[src/rtl/instr_encoder_loader_pkg.sv]
// Shared ISA definitions: opcodes, field positions and the decoded-field bundle.
// The CPU control unit decodes against these same constants.
package instr_encoder_loader_pkg;

  localparam int INSTR_W = 24;

  localparam logic [3:0] OP_RTYPE = 4'b0110;
  localparam logic [3:0] OP_ADDI  = 4'b0001;
  localparam logic [3:0] OP_LS    = 4'b0010;
  localparam logic [3:0] OP_SS    = 4'b0011;
  localparam logic [3:0] OP_BEQ   = 4'b0100;

  localparam int OP_LSB    = 20;
  localparam int RS_LSB    = 16;
  localparam int RT_LSB    = 12;
  localparam int RD_LSB    = 8;
  localparam int FUNCT_LSB = 0;
  localparam int IMM_LSB   = 0;

  typedef enum logic [1:0] {IDLE, LOAD, FULL, DONE} loadState_t;

  typedef struct packed {
    logic [3:0]  op;
    logic [3:0]  rs;
    logic [3:0]  rt;
    logic [3:0]  rd;
    logic [7:0]  funct;
    logic [11:0] imm;
  } instrFields_t;

  function automatic logic isLegalOp(input logic [3:0] op);
    return (op == OP_RTYPE) || (op == OP_ADDI) || (op == OP_LS) ||
           (op == OP_SS) || (op == OP_BEQ);
  endfunction

endpackage

[src/rtl/instr_encoder_loader_if.sv]
// Field-beat input, instruction-memory write port and session status of the loader.
interface instr_encoder_loader_if #(parameter int ADDR_W = 8);
  logic              start;
  logic [ADDR_W-1:0] base_addr;
  logic              in_valid;
  logic              in_ready;
  logic [3:0]        in_op;
  logic [3:0]        in_rs;
  logic [3:0]        in_rt;
  logic [3:0]        in_rd;
  logic [7:0]        in_funct;
  logic [11:0]       in_imm;
  logic              in_last;
  logic              mem_we;
  logic [ADDR_W-1:0] mem_addr;
  logic [23:0]       mem_wdata;
  logic              busy;
  logic              done;
  logic              err_illegal;
  logic              err_full;
  logic [ADDR_W:0]   count;

  modport master (
    output start, base_addr, in_valid, in_op, in_rs, in_rt, in_rd, in_funct, in_imm, in_last,
    input  in_ready, mem_we, mem_addr, mem_wdata, busy, done, err_illegal, err_full, count
  );

  modport slave (
    input  start, base_addr, in_valid, in_op, in_rs, in_rt, in_rd, in_funct, in_imm, in_last,
    output in_ready, mem_we, mem_addr, mem_wdata, busy, done, err_illegal, err_full, count
  );
endinterface

[src/rtl/instr_encoder_loader_pack.sv]
// Combinational packer: decoded fields -> 24-bit instruction word plus legal-opcode flag.
module instr_pack
  import instr_encoder_loader_pkg::*;
(
  input  instrFields_t       fields,
  output logic [INSTR_W-1:0] word,
  output logic               legal
);

  always_comb begin
    word = '0;
    word[OP_LSB +: 4] = fields.op;
    word[RS_LSB +: 4] = fields.rs;
    word[RT_LSB +: 4] = fields.rt;
    // Only R-format carries rd/funct; every other legal format carries the immediate there.
    if (fields.op == OP_RTYPE) begin
      word[RD_LSB +: 4]    = fields.rd;
      word[FUNCT_LSB +: 8] = fields.funct;
    end else begin
      word[IMM_LSB +: 12] = fields.imm;
    end
  end

  assign legal = isLegalOp(fields.op);

endmodule

[src/rtl/instr_encoder_loader.sv]
// Streams packed instruction words into instruction memory at consecutive addresses.
// One word per cycle; write appears one cycle after the accepting handshake.
module instr_encoder_loader
  import instr_encoder_loader_pkg::*;
#(
  parameter int ADDR_W = 8,
  parameter int DEPTH  = 256
) (
  input  logic                  clk,
  input  logic                  reset,
  instr_encoder_loader_if.slave bus
);

  localparam logic [ADDR_W-1:0] LAST_ADDR = ADDR_W'(DEPTH - 1);

  loadState_t         state, nextState;
  logic               inReady;
  logic               accept;
  logic               doWrite;
  logic [ADDR_W-1:0]  addr;
  logic [ADDR_W:0]    cnt;
  logic               errIllegal, errFull;
  logic               memWe;
  logic [ADDR_W-1:0]  memAddr;
  logic [INSTR_W-1:0] memWdata;
  logic [INSTR_W-1:0] word;
  logic               legal;
  instrFields_t       fields;

  assign fields = '{op: bus.in_op, rs: bus.in_rs, rt: bus.in_rt, rd: bus.in_rd,
                    funct: bus.in_funct, imm: bus.in_imm};

  instr_pack uPack (
    .fields (fields),
    .word   (word),
    .legal  (legal)
  );

  assign accept  = inReady && bus.in_valid;
  assign doWrite = accept && (state == LOAD) && legal;

  always_ff @(posedge clk) begin
    if (reset) state <= IDLE;
    else       state <= nextState;
  end

  always_comb begin
    nextState = state;
    inReady   = 1'b0;
    case (state)
      IDLE: if (bus.start) nextState = LOAD;
      LOAD: begin
        inReady = 1'b1;
        if (accept) begin
          if (bus.in_last)                        nextState = DONE;
          else if (doWrite && addr == LAST_ADDR) nextState = FULL;
        end
      end
      FULL: begin
        inReady = 1'b1;
        if (accept && bus.in_last) nextState = DONE;
      end
      DONE:    nextState = IDLE;
      default: nextState = IDLE;
    endcase
  end

  always_ff @(posedge clk) begin
    if (reset) begin
      addr       <= '0;
      cnt        <= '0;
      errIllegal <= 1'b0;
      errFull    <= 1'b0;
      memWe      <= 1'b0;
      memAddr    <= '0;
      memWdata   <= '0;
    end else begin
      memWe <= doWrite;
      if (state == IDLE && bus.start) begin
        addr       <= bus.base_addr;
        cnt        <= '0;
        errIllegal <= 1'b0;
        errFull    <= 1'b0;
      end
      if (doWrite) begin
        memAddr  <= addr;
        memWdata <= word;
        addr     <= addr + 1'b1;
        cnt      <= cnt + 1'b1;
      end
      if (accept && state == LOAD && !legal) errIllegal <= 1'b1;
      // Anything accepted once the top word is written is an overflow attempt.
      if (accept && state == FULL) errFull <= 1'b1;
    end
  end

  assign bus.in_ready    = inReady;
  assign bus.mem_we      = memWe;
  assign bus.mem_addr    = memAddr;
  assign bus.mem_wdata   = memWdata;
  assign bus.busy        = (state != IDLE);
  assign bus.done        = (state == DONE);
  assign bus.err_illegal = errIllegal;
  assign bus.err_full    = errFull;
  assign bus.count       = cnt;

endmodule

[src/flat_wrapper.sv]
// flat-port wrapper written by rule: the top's interface ports become plain ports
module instr_encoder_loader_flat import instr_encoder_loader_pkg::*;
#(
  parameter int ADDR_W = 8,
  parameter int DEPTH  = 256
)
  (clk, reset, bus_start, bus_base_addr, bus_in_valid, bus_in_op, bus_in_rs, bus_in_rt, bus_in_rd, bus_in_funct, bus_in_imm, bus_in_last, bus_in_ready, bus_mem_we, bus_mem_addr, bus_mem_wdata, bus_busy, bus_done, bus_err_illegal, bus_err_full, bus_count);
  instr_encoder_loader_if #(.ADDR_W(ADDR_W)) bus_i ();
  input  logic clk;
  input  logic reset;
  input wire logic [$bits(bus_i.start)-1:0] bus_start;
  input wire logic [$bits(bus_i.base_addr)-1:0] bus_base_addr;
  input wire logic [$bits(bus_i.in_valid)-1:0] bus_in_valid;
  input wire logic [$bits(bus_i.in_op)-1:0] bus_in_op;
  input wire logic [$bits(bus_i.in_rs)-1:0] bus_in_rs;
  input wire logic [$bits(bus_i.in_rt)-1:0] bus_in_rt;
  input wire logic [$bits(bus_i.in_rd)-1:0] bus_in_rd;
  input wire logic [$bits(bus_i.in_funct)-1:0] bus_in_funct;
  input wire logic [$bits(bus_i.in_imm)-1:0] bus_in_imm;
  input wire logic [$bits(bus_i.in_last)-1:0] bus_in_last;
  output wire logic [$bits(bus_i.in_ready)-1:0] bus_in_ready;
  output wire logic [$bits(bus_i.mem_we)-1:0] bus_mem_we;
  output wire logic [$bits(bus_i.mem_addr)-1:0] bus_mem_addr;
  output wire logic [$bits(bus_i.mem_wdata)-1:0] bus_mem_wdata;
  output wire logic [$bits(bus_i.busy)-1:0] bus_busy;
  output wire logic [$bits(bus_i.done)-1:0] bus_done;
  output wire logic [$bits(bus_i.err_illegal)-1:0] bus_err_illegal;
  output wire logic [$bits(bus_i.err_full)-1:0] bus_err_full;
  output wire logic [$bits(bus_i.count)-1:0] bus_count;
  assign bus_i.start = bus_start;
  assign bus_i.base_addr = bus_base_addr;
  assign bus_i.in_valid = bus_in_valid;
  assign bus_i.in_op = bus_in_op;
  assign bus_i.in_rs = bus_in_rs;
  assign bus_i.in_rt = bus_in_rt;
  assign bus_i.in_rd = bus_in_rd;
  assign bus_i.in_funct = bus_in_funct;
  assign bus_i.in_imm = bus_in_imm;
  assign bus_i.in_last = bus_in_last;
  assign bus_in_ready = bus_i.in_ready;
  assign bus_mem_we = bus_i.mem_we;
  assign bus_mem_addr = bus_i.mem_addr;
  assign bus_mem_wdata = bus_i.mem_wdata;
  assign bus_busy = bus_i.busy;
  assign bus_done = bus_i.done;
  assign bus_err_illegal = bus_i.err_illegal;
  assign bus_err_full = bus_i.err_full;
  assign bus_count = bus_i.count;
  instr_encoder_loader #(.ADDR_W(ADDR_W), .DEPTH(DEPTH)) u_core (.clk(clk), .reset(reset), .bus(bus_i));
endmodule
[config.mk]
export PLATFORM = sky130hd
export DESIGN_NAME = instr_encoder_loader_flat
export DESIGN_NICKNAME = d
export VERILOG_FILES = /design/src/rtl/instr_encoder_loader_pkg.sv /design/src/rtl/instr_encoder_loader_if.sv /design/src/rtl/instr_encoder_loader_pack.sv /design/src/rtl/instr_encoder_loader.sv /design/src/flat_wrapper.sv
export SDC_FILE = /design/constraint.sdc
export NUM_CORES = 1
export LEC_CHECK = 0
export ABC_AREA = 1
export CORE_ASPECT_RATIO = 2
export CORE_MARGIN = 10
export CORE_UTILIZATION = 44
export CTS_CLUSTER_DIAMETER = 60
export DETAILED_ROUTE_END_ITERATION = 10
export GPL_ROUTABILITY_DRIVEN = 0
export GPL_TIMING_DRIVEN = 0
export PLACE_DENSITY = 0.81
export SYNTH_ARGS = -nofsm -noshare
export SYNTH_HDL_FRONTEND = slang
export SYNTH_SLANG_ARGS = --single-unit
[constraint.sdc]
create_clock -name clk -period 2 [get_ports clk]
set_input_delay 0.4 -clock clk [delete_from_list [all_inputs] [get_ports clk]]
set_output_delay 0.4 -clock clk [all_outputs]
set_load 0.02 [all_outputs]
* Word-level counts from Yosys, hierarchy flattened
Index checks and enable logic that the tools add are counted.
** Cells by class
- Equal/unequal tests :: 13
- Reduce and logical (&&, ||, !) cells :: 20
- Muxes and demuxes :: 15
- $add $sub $neg :: 2
** Operator list (number)
- $mux 9 :: 2
- $mux 8 :: 2
- $mux 12 :: 1
- $mux 2 :: 5
- $add 9x1->9 const B :: 1
- $add 8x1->8 const B :: 1
- $eq 4x2->1 const B :: 2
- $eq 4x3->1 const B :: 2
- $eq 8x8->1 const B :: 1
- $logic_and 1x1->1 :: 8
- $pmux 2 s4 :: 1
- $reduce_bool 2->1 :: 4
- $eq 2x2->1 const B :: 2
- $eq 4x1->1 const B :: 1
- $logic_or 1x1->1 :: 4
- $mux 1 :: 4
- $ne 2x1->1 const B :: 2
- $reduce_and 4->1 :: 1
- $ne 3x3->1 const B :: 1
- $eq 2x1->1 const B :: 1
- $logic_not 2->1 :: 1
- $ne 2x2->1 const B :: 1
- $reduce_or 2->1 :: 1
- $logic_not 1->1 :: 1
** Storage, ports and cells
- Logic and storage cells :: 58
- Input bits :: 49
- Flip-flop bits (word level) :: 54

* Logic depth before layout (Yosys ltp)
Gate-level depths: netlist (run 1).
- Word-level depth :: 11
- Gate-level depth with buffers :: 11
- Mapped depth without buffers :: 11

* Modules after synthesis
A second synthesis (run 1) with hierarchy kept.
** Unflattened totals
- Cell total of the unflattened synthesis :: 385
- Area, all modules :: 2727.6 µm²
** Modules (own cells, without submodules)
- instr_encoder_loader :: cells each 326, area each 2419.8 µm², seq. area each 1081.0 µm², times used 1
- instr_pack :: cells each 59, area each 307.8 µm², seq. area each 0.0 µm², times used 1

* Worst setup path after synthesis (run 1)
OpenSTA, ideal clock, no wires.
- Path kind :: register to register
- From :: register u_core.state[0]
- To :: register u_core.state[1]
- Stages on the path, launching flop included :: 8
- Buffers on the path :: 0
- Arrival :: 1.347 ns
- Path slack :: 0.540 ns
- Setup time :: 0.113 ns
- Cells stage by stage :: dfxtp_1 > inv_1 > ha_1 > nand3_1 > a21oi_1 > nand2_2 > nor2_1 > nor2_1
** Between the ends
- Cells in the longest elaborated chain, start to end :: 9
- Elaborated cells on any way between the ends :: 17
- Those cells by class :: 7 x eq/ne; 2 x mux; 8 x reduce/logical
** Ends and longest elaborated chain
- start: declaration :: RTL line instr_encoder_loader.sv:16 : loadState_t state, nextState;
- start signal: assignment :: RTL line instr_encoder_loader.sv:44 : else state <= nextState;
- $eq 2x2->1 or $eq 2x1->1 (tied branches) :: RTL line instr_encoder_loader.sv:50 : case (state)
- $reduce_or 2->1 (no line) (*)
- $mux 1 (*) :: RTL line instr_encoder_loader.sv:50
- net bus_in_ready :: RTL line flat_wrapper.sv:21 : output wire logic [$bits(bus_i.in_ready)-1:0] bus_in_ready;
- $logic_and 1x1->1 (*) :: RTL line instr_encoder_loader.sv:39 : assign accept = inReady && bus.in_valid;
- $logic_and 1x1->1 (2 in a row) :: RTL line instr_encoder_loader.sv:40 : assign doWrite = accept && (state == LOAD) && legal;
- $logic_and 1x1->1 :: RTL line instr_encoder_loader.sv:56 : else if (doWrite && addr == LAST_ADDR) nextState = FULL;
- $ne 3x3->1 (no line)
- $reduce_and 4->1 (no line) (*)
The timed path passes the listed nets; every way through them passes the cells marked *.
A chain may end at the register's enable or synchronous reset.

* Worst setup path after layout (run 1)
- From :: register u_core.state[0]
- To :: output port bus_in_ready
** Between the ends
- Cells in the longest elaborated chain, start to end :: 3
- Elaborated cells on any way between the ends :: 4
- Those cells by class :: 2 x eq/ne; 1 x mux; 1 x reduce/logical
** Ends and longest elaborated chain (RTL line)
- $eq 2x2->1 or $eq 2x1->1 (tied branches) :: instr_encoder_loader.sv:50
- $reduce_or 2->1 (no line) (*)
- $mux 1 (*) :: instr_encoder_loader.sv:50
- end: declaration :: flat_wrapper.sv:21
Every way passes the cells marked *; elsewhere a longest branch is shown, timed or not.

==> results of run 1 <==
-- cell usage after synthesis, drive strengths merged --
master | number | share of area [%]
nand2 | 96 | 15
nand3b | 3 | 1.0
nor2 | 45 | 7.6
a21oi | 34 | 7.0
o22ai | 1 | 0.24
nand4 | 1 | 0.24
nand3 | 17 | 4.0
o21bai | 1 | 0.29
a22oi | 1 | 0.29
a31oi | 1 | 0.24
o211ai | 1 | 0.29
dfxtp | 54 | 42
xor2 | 1 | 0.34
buf | 14 | 3.7
inv | 35 | 5.1
o21ai | 38 | 7.4
or2 | 1 | 0.24
clkbuf | 2 | 0.29
ha | 7 | 3.4
nor3 | 2 | 0.58
nor3b | 1 | 0.29
o31ai | 1 | 0.48
a211oi | 1 | 0.29
-- flip-flops by register name, summed over array words and instances (netlist names) --
name / flops
u_core.state: 2
u_core.bus.mem_we: 1
u_core.bus.err_full: 1
u_core.addr: 8
u_core.bus.mem_wdata: 24
u_core.bus.err_illegal: 1
u_core.bus.mem_addr: 8
u_core.bus.count: 9
-- kinds of logic (layout without fill, tap and decap cells) --
group                      Yosys count  after routing
xor gates and xnor gates             1              1
and+or+nand+nor                    166            166
DFF                                 54             54
buffers and inverters               51            152
AOI/OAI and AO/OA                   79             79
adders and majority gates            7              7
-- final cells by class --
cell class / count / area (um2) / share of cell area (%)
Tap cell: 61 / 76.32 / 2.044
Clock buffer: 7 / 132.6 / 3.552
Buffer: 16 / 102.6 / 2.748
Multi-Input combinational cell: 253 / 1270 / 34.01
Sequential cell: 54 / 1081 / 28.95
Inverter: 35 / 131.4 / 3.519
Timing Repair Buffer: 94 / 939.7 / 25.17
-- repair_timing --
item / 4_1_cts / 5_1_grt
setup buffers: 0 / 0
setup endpoints to repair: 2 / 1
hold buffers: 0 / 0
cloned: 0 / 0
gates resized for setup: 2 / 1
-- power by group through the flow --
stage	sequential [mW]	combinational (mW)	clock, mW
floorplan	1.33	0.503	0
global placement	1.28	0.915	0
detailed placement	1.28	0.936	0
CTS	1.26	0.920	0.834
global route	1.27	1.02	0.866
finish	1.26	0.917	0.824
-- through the flow --
step / cell area, um2 / util, %
2_1_floorplan: 2585 / -
3_3_place_gp: 3602 / 63.09
3_5_place_dp: 3602 / 63.09
4_1_cts: 3732 / 65.37
5_1_grt: 3734 / 65.40
6_report: 3734 / 65.40
-- worst paths after layout --
kind | to | slack [ns] | cells past startpoint
max | bus_in_ready | 0.11 | 3
min reg2reg | u_core.bus.mem_wdata[23] | 0.45 | 2
max reg2reg | u_core.addr[3] | 0.35 | 11
min | u_core.bus.mem_wdata[19] | 0.44 | 2
-- metal layers --
metal | wire, um | share of wire (%)
met5 | 0 | 0
met4 | 212 | 2.8
met3 | 540 | 7.2
met2 | 4190 | 56
met1 | 2554 | 34
==> qor.log, run 1 <==
[timing] share of the cycle needed by the critical path after routing 94.73%
[synthesis] sequential-to-total area share from yosys stat 41.82%
[clock_tree] Max Buffers Root-to-Sink 2
[pwr] power spent charging and discharging nets 0.9730 mW
[run] count of maximum capacitance violations 0
[setup_path] cell family with the largest share of critical-path delay buffers and inverters
[setup_path] Max FO, Critical Path 5
[placement] dpl ws 0.006065 ns
[global_route] met1 Use GR 15.01%
[synthesis] Unique masters post-synth 38
[timing] final hold violation count 0
[clock_tree] clock-pin slew on the worst setup and hold paths 0.06 ns
[final_layout] Fill cells 491
[placement] cell count after placement 513
[setup_path] Buf/Inv on CP 2
[clock_tree] later-pin clock latency in the skew report 0.29 ns
[setup_path] Worst Path Required 1.60 ns
[setup_path] beginning of the worst register-to-register path u_core.state[1]
[timing] final-layout setup total negative slack 0 ns
[pwr] maximum vdd ir drop 0.8223 mV
[floorplan] width of the chip 74.20 um
[global_route] most heavily used metal layer in global routing met2
[clock_tree] root buffer selected by CTS clkbuf_16
[detailed_routing] drt via density 5.088
[timing] setup slack of the critical path after layout 0.1054 ns
[pwr] sequential group share of total power 42.0%
[final_layout] fraction of layout instances using a drive strength above 1 8.715%
[global_route] global routing usage summed across all routing layers 16.36%
[final_layout] net count of the finished layout 515
[hold_path] class of the tightest hold or removal check input pin to flop
[clock_tree] TritonCTS sink count 54
[pwr] relative contribution of the clock network to total power 27.4%
[synthesis] mean post-synth cell area 7.221 um2
[final_layout] leading cell type in the layout, fill and taps excluded clkdlybuf4s50_1
[synthesis] adder-cell share of the synthesized area 3.388%
[timing] endpoints failing setup 0
[pwr] Comb power frac 30.6%
[global_route] wire length of the first global-routing pass 12,610 um
[pwr] Pwr Density 803.8 mW/mm2
[detailed_routing] Iteration-0 DRC Markers 164
[global_route] met3 layer usage reported by global route 5.466%
[setup_path] kind of critical path flop to primary output
[pwr] cell-internal power 2.028 mW
[floorplan] boundary pin count 96
[clock_tree] htree depth 2
[synthesis] XOR/XNOR Fraction of Synth Area 0.3388%
[final_layout] most frequent cells in the layout clkdlybuf4s50_1, nand2_1, dfxtp_1
[setup_path] Worst setup EP type primary output
[setup_path] cell with the largest stage delay on the worst path dfxtp_1
[timing] clock tree skew after final layout 0.004904 ns
[final_layout] n_diodes 0
[floorplan] initial cell density of the core 45.28%
[floorplan] Core Footprint 0.005709 mm2
[setup_path] peak per-stage delay on the critical path 0.38 ns
[synthesis] area of the mapped netlist 0.002585 mm2
[synthesis] dominant combinational cell family by area after synthesis simple AND/OR/NAND/NOR gates
[detailed_routing] wirelength, routed 7497 um
[detailed_routing] Residual DRC 0
[synthesis] post-synthesis mux area share 0%
[pwr] switch share 32.42%
[timing] Least-Margin Pin Slew 0.5075 ns
[synthesis] Ys Warns 0
[setup_path] first element of the critical path u_core.state[0]
[floorplan] chip height 128.4 um
[timing] Worst slew margin 66.17%
[final_layout] count of placed standard cells in the final layout, fillers left out 520
[final_layout] Layout Area Growth over Synthesis 44.43%
[setup_path] critical path cell sequence inv_1 > ha_1 > clkdlybuf4s15_1
[synthesis] number of storage elements in the synthesis netlist 54
[setup_path] sort of element at the start of the critical path flop
[timing] shortest period the worst path allows 1.895 ns
[setup_path] Arrival @ worst endpoint 1.49 ns
[global_route] number of antenna violations at the first check in global routing 0
[synthesis] Syn Inst Count 358
[status] result of the run finished clean
[hold_path] hold_sp reset
[placement] hpwl dp 6023 um
[timing] RSZ-0062 raised after global routing false
[floorplan] die area 0.009527 mm2
[synthesis] synthesized-area fraction occupied by and/or/nand/nor cells 28.90%
[detailed_routing] vias after detailed routing 2,646
[synthesis] net count after synthesis 414
[global_route] pin count of the biggest net entering global routing 15
[synthesis] complex-gate fraction of the synthesized area 16.51%
[detailed_routing] per-cell routed wire length 14.42 um
[pwr] cell leakage power 1.524 nW
[floorplan] Cell Rows 39
[global_route] total congestion overflow 0
[clock_tree] CTS tree yes
[detailed_routing] number of nets still failing antenna checks after routing 0
[global_route] met2 track demand over resource in global routing 30.14%
[timing] final count of pins violating max slew 0
[timing] post-route worst hold slack 0.4374 ns
[timing] Peak Freq 527.8 MHz
[pwr] sum of internal, switching and leakage power 3.001 mW
[placement] IO buf count 94
[clock_tree] number of buffers added by the clock tree synthesis step 5
[global_route] via count of the first global-routing pass 2,803
[detailed_routing] number of iterations in the first detailed-routing pass 4
Power figures use the tool's default switching activity.
==> run 2, diff against run 1 <==
--- a/config.mk
+++ b/config.mk
@@ -8,12 +8,12 @@
 export ABC_AREA = 1
 export CORE_ASPECT_RATIO = 2
 export CORE_MARGIN = 10
-export CORE_UTILIZATION = 44
+export CORE_UTILIZATION = 48
 export CTS_CLUSTER_DIAMETER = 60
 export DETAILED_ROUTE_END_ITERATION = 10
 export GPL_ROUTABILITY_DRIVEN = 0
 export GPL_TIMING_DRIVEN = 0
-export PLACE_DENSITY = 0.81
+export PLACE_DENSITY = 0.87
 export SYNTH_ARGS = -nofsm -noshare
 export SYNTH_HDL_FRONTEND = slang
 export SYNTH_SLANG_ARGS = --single-unit
==> constraint.sdc (replaced) <==
create_clock -name clk -period 2.4 [get_ports clk]
set_input_delay 0.48 -clock clk [delete_from_list [all_inputs] [get_ports clk]]
set_output_delay 0.48 -clock clk [all_outputs]
set_load 0.02 [all_outputs]
==> run 2 against run 1 <==
Compared with the run above: critical path type unchanged; final cell count fell by 0.38%; combinational power fell by 15%; clock skew rose by 0.0040 ns; hold slack improved by 0.028 ns; clock power fell by 34%; register-to-register slack improved by 0.38 ns; critical endpoint unchanged; routed wire length rose by 0.15%; worst setup slack got worse by 0.027 ns.
==> qor.log, run 2 (same netlist as run 1, synthesis figures left out) <==
[final_layout] leading cell type in the layout, fill and taps excluded clkdlybuf4s50_1
[status] result of the run finished clean
[setup_path] Worst Path Required 1.92 ns
[timing] post-route worst hold slack 0.4651 ns
[global_route] via count of the first global-routing pass 2,767
[timing] Worst slew margin 67.69%
[detailed_routing] number of nets still failing antenna checks after routing 0
[setup_path] Arrival @ worst endpoint 1.84 ns
[clock_tree] CTS tree yes
[timing] final hold violation count 0
[global_route] total congestion overflow 0
[detailed_routing] per-cell routed wire length 14.49 um
[floorplan] chip height 123.8 um
[clock_tree] number of buffers added by the clock tree synthesis step 5
[clock_tree] later-pin clock latency in the skew report 0.32 ns
[final_layout] Fill cells 415
[detailed_routing] Residual DRC 0
[floorplan] initial cell density of the core 49.86%
[clock_tree] htree depth 2
[floorplan] boundary pin count 96
[detailed_routing] number of iterations in the first detailed-routing pass 4
[final_layout] Sequential cell area 0.001081 mm2
[clock_tree] root buffer selected by CTS clkbuf_8
[setup_path] Worst setup EP type primary output
[detailed_routing] Iteration-0 DRC Markers 158
[timing] share of the cycle needed by the critical path after routing 96.72%
[timing] final-layout setup total negative slack 0 ns
[final_layout] n_diodes 0
[final_layout] Largest register FFs 24
[global_route] global routing usage summed across all routing layers 16.77%
[run] count of maximum capacitance violations 0
[clock_tree] number of buffers inserted by post-CTS setup repair 0
[floorplan] die area 0.008899 mm2
[clock_tree] post_cts resized 0
[setup_path] worst reg-to-reg setup slack 0.73 ns
[final_layout] most frequent cells in the layout clkdlybuf4s50_1, nand2_1, dfxtp_1
[pwr] cell leakage power 1.504 nW
[detailed_routing] vias after detailed routing 2,697
[final_layout] Layout Area Growth over Synthesis 42.88%
[final_layout] net count of the finished layout 515
[global_route] pin count of the biggest net entering global routing 17
[timing] Least-Margin Pin Slew 0.4847 ns
[floorplan] Cell Rows 37
[detailed_routing] drt via density 5.207
[floorplan] width of the chip 71.89 um
[final_layout] post-route design area 0.003694 mm2
[placement] IO buf count 94
[timing] clock tree skew after final layout 0.008944 ns
[setup_path] kind of critical path flop to primary output
[pwr] sum of internal, switching and leakage power 2.375 mW
[timing] endpoints failing setup 0
[final_layout] fraction of layout instances using a drive strength above 1 9.348%
[setup_path] Max FO, Critical Path 5
[hold_path] class of the tightest hold or removal check input pin to flop
[clock_tree] TritonCTS sink count 54
[global_route] wire length of the first global-routing pass 12,500 um
[timing] Peak Freq 430.8 MHz
[detailed_routing] wirelength, routed 7508 um
[placement] Cell Area, Placed 0.003598 mm2
[pwr] maximum vdd ir drop 0.5849 mV
[clock_tree] Max Buffers Root-to-Sink 2
[timing] final count of pins violating max slew 0
[setup_path] sort of element at the start of the critical path flop
[final_layout] area of the multi-input gates 0.001270 mm2
[floorplan] Core Footprint 0.005185 mm2
[global_route] number of antenna violations at the first check in global routing 0
[pwr] Pwr Density 643.1 mW/mm2
[clock_tree] total of hold buffers inserted after clock tree synthesis 0
[placement] hpwl dp 6002 um
[timing] RSZ-0062 raised after global routing false
[clock_tree] clock-pin slew on the worst setup and hold paths 0.10 ns
[timing] shortest period the worst path allows 2.321 ns
run 2: cell count changes in the layout (fill, tap and decap cells not counted), sizes merged:
cell,change
clkbuf,-1
clkdlybuf4s15,-1
clkdlybuf4s50,+2
clkinv,+1
clkinvlp,+1
dlygate4sd2,-1
run 2: metrics by stage:
step           util, %  cells  setup slack (ns)
3_3_place_gp     69.40    510            0.3792
5_1_grt          71.24    518           0.01236
3_5_place_dp     69.40    510            0.3184
4_1_cts          71.24    518           0.07400
6_report         71.24    518           0.07871
2_1_floorplan        -    358            0.9400
run 2: routing by layer:
metal	up-vias	share of wire, %	global-route usage, %
met5	-	0	0
met1	1235	35	16.09
met3	21	7.0	5.175
met4	0	3.8	9.246
li1	1354	-	-
met2	87	54	30.65
run 2: power by group:
part | leakage (nW) | switching [mW] | total [mW] | internal [mW]
Combinational | 1.02 | 0.443 | 0.782 | 0.339
Clock | 0.0472 | 0.310 | 0.543 | 0.233
Sequential | 0.438 | 0.0699 | 1.05 | 0.980
Total | 1.50 | 0.823 | 2.38 | 1.55
run 2: worst paths after layout:
check,startpoint,depth (start not counted),endpoint
worst max-delay path,u_core.state[0],3,bus_in_ready
worst min-delay path,reset,2,u_core.bus.mem_wdata[19]
worst max register to register,u_core.state[1],11,u_core.addr[4]
worst min register to register,u_core.bus.mem_wdata[15],2,u_core.bus.mem_wdata[15]
run 2: area by class of cell:
class | instances | share of cell area [%]
Multi-Input combinational cell | 253 | 34.38
Sequential cell | 54 | 29.27
Buffer | 16 | 2.778
Timing Repair Buffer | 94 | 25.47
Clock buffer | 6 | 2.236
Inverter | 35 | 3.557
Clock inverter | 2 | 0.3388
Tap cell | 58 | 1.965
run 2: critical path, cell delays in order, from the launching register on:
cell and delay (ns):
dfxtp_1 0.40, inv_1 0.13, ha_1 0.37, clkdlybuf4s50_1 0.63
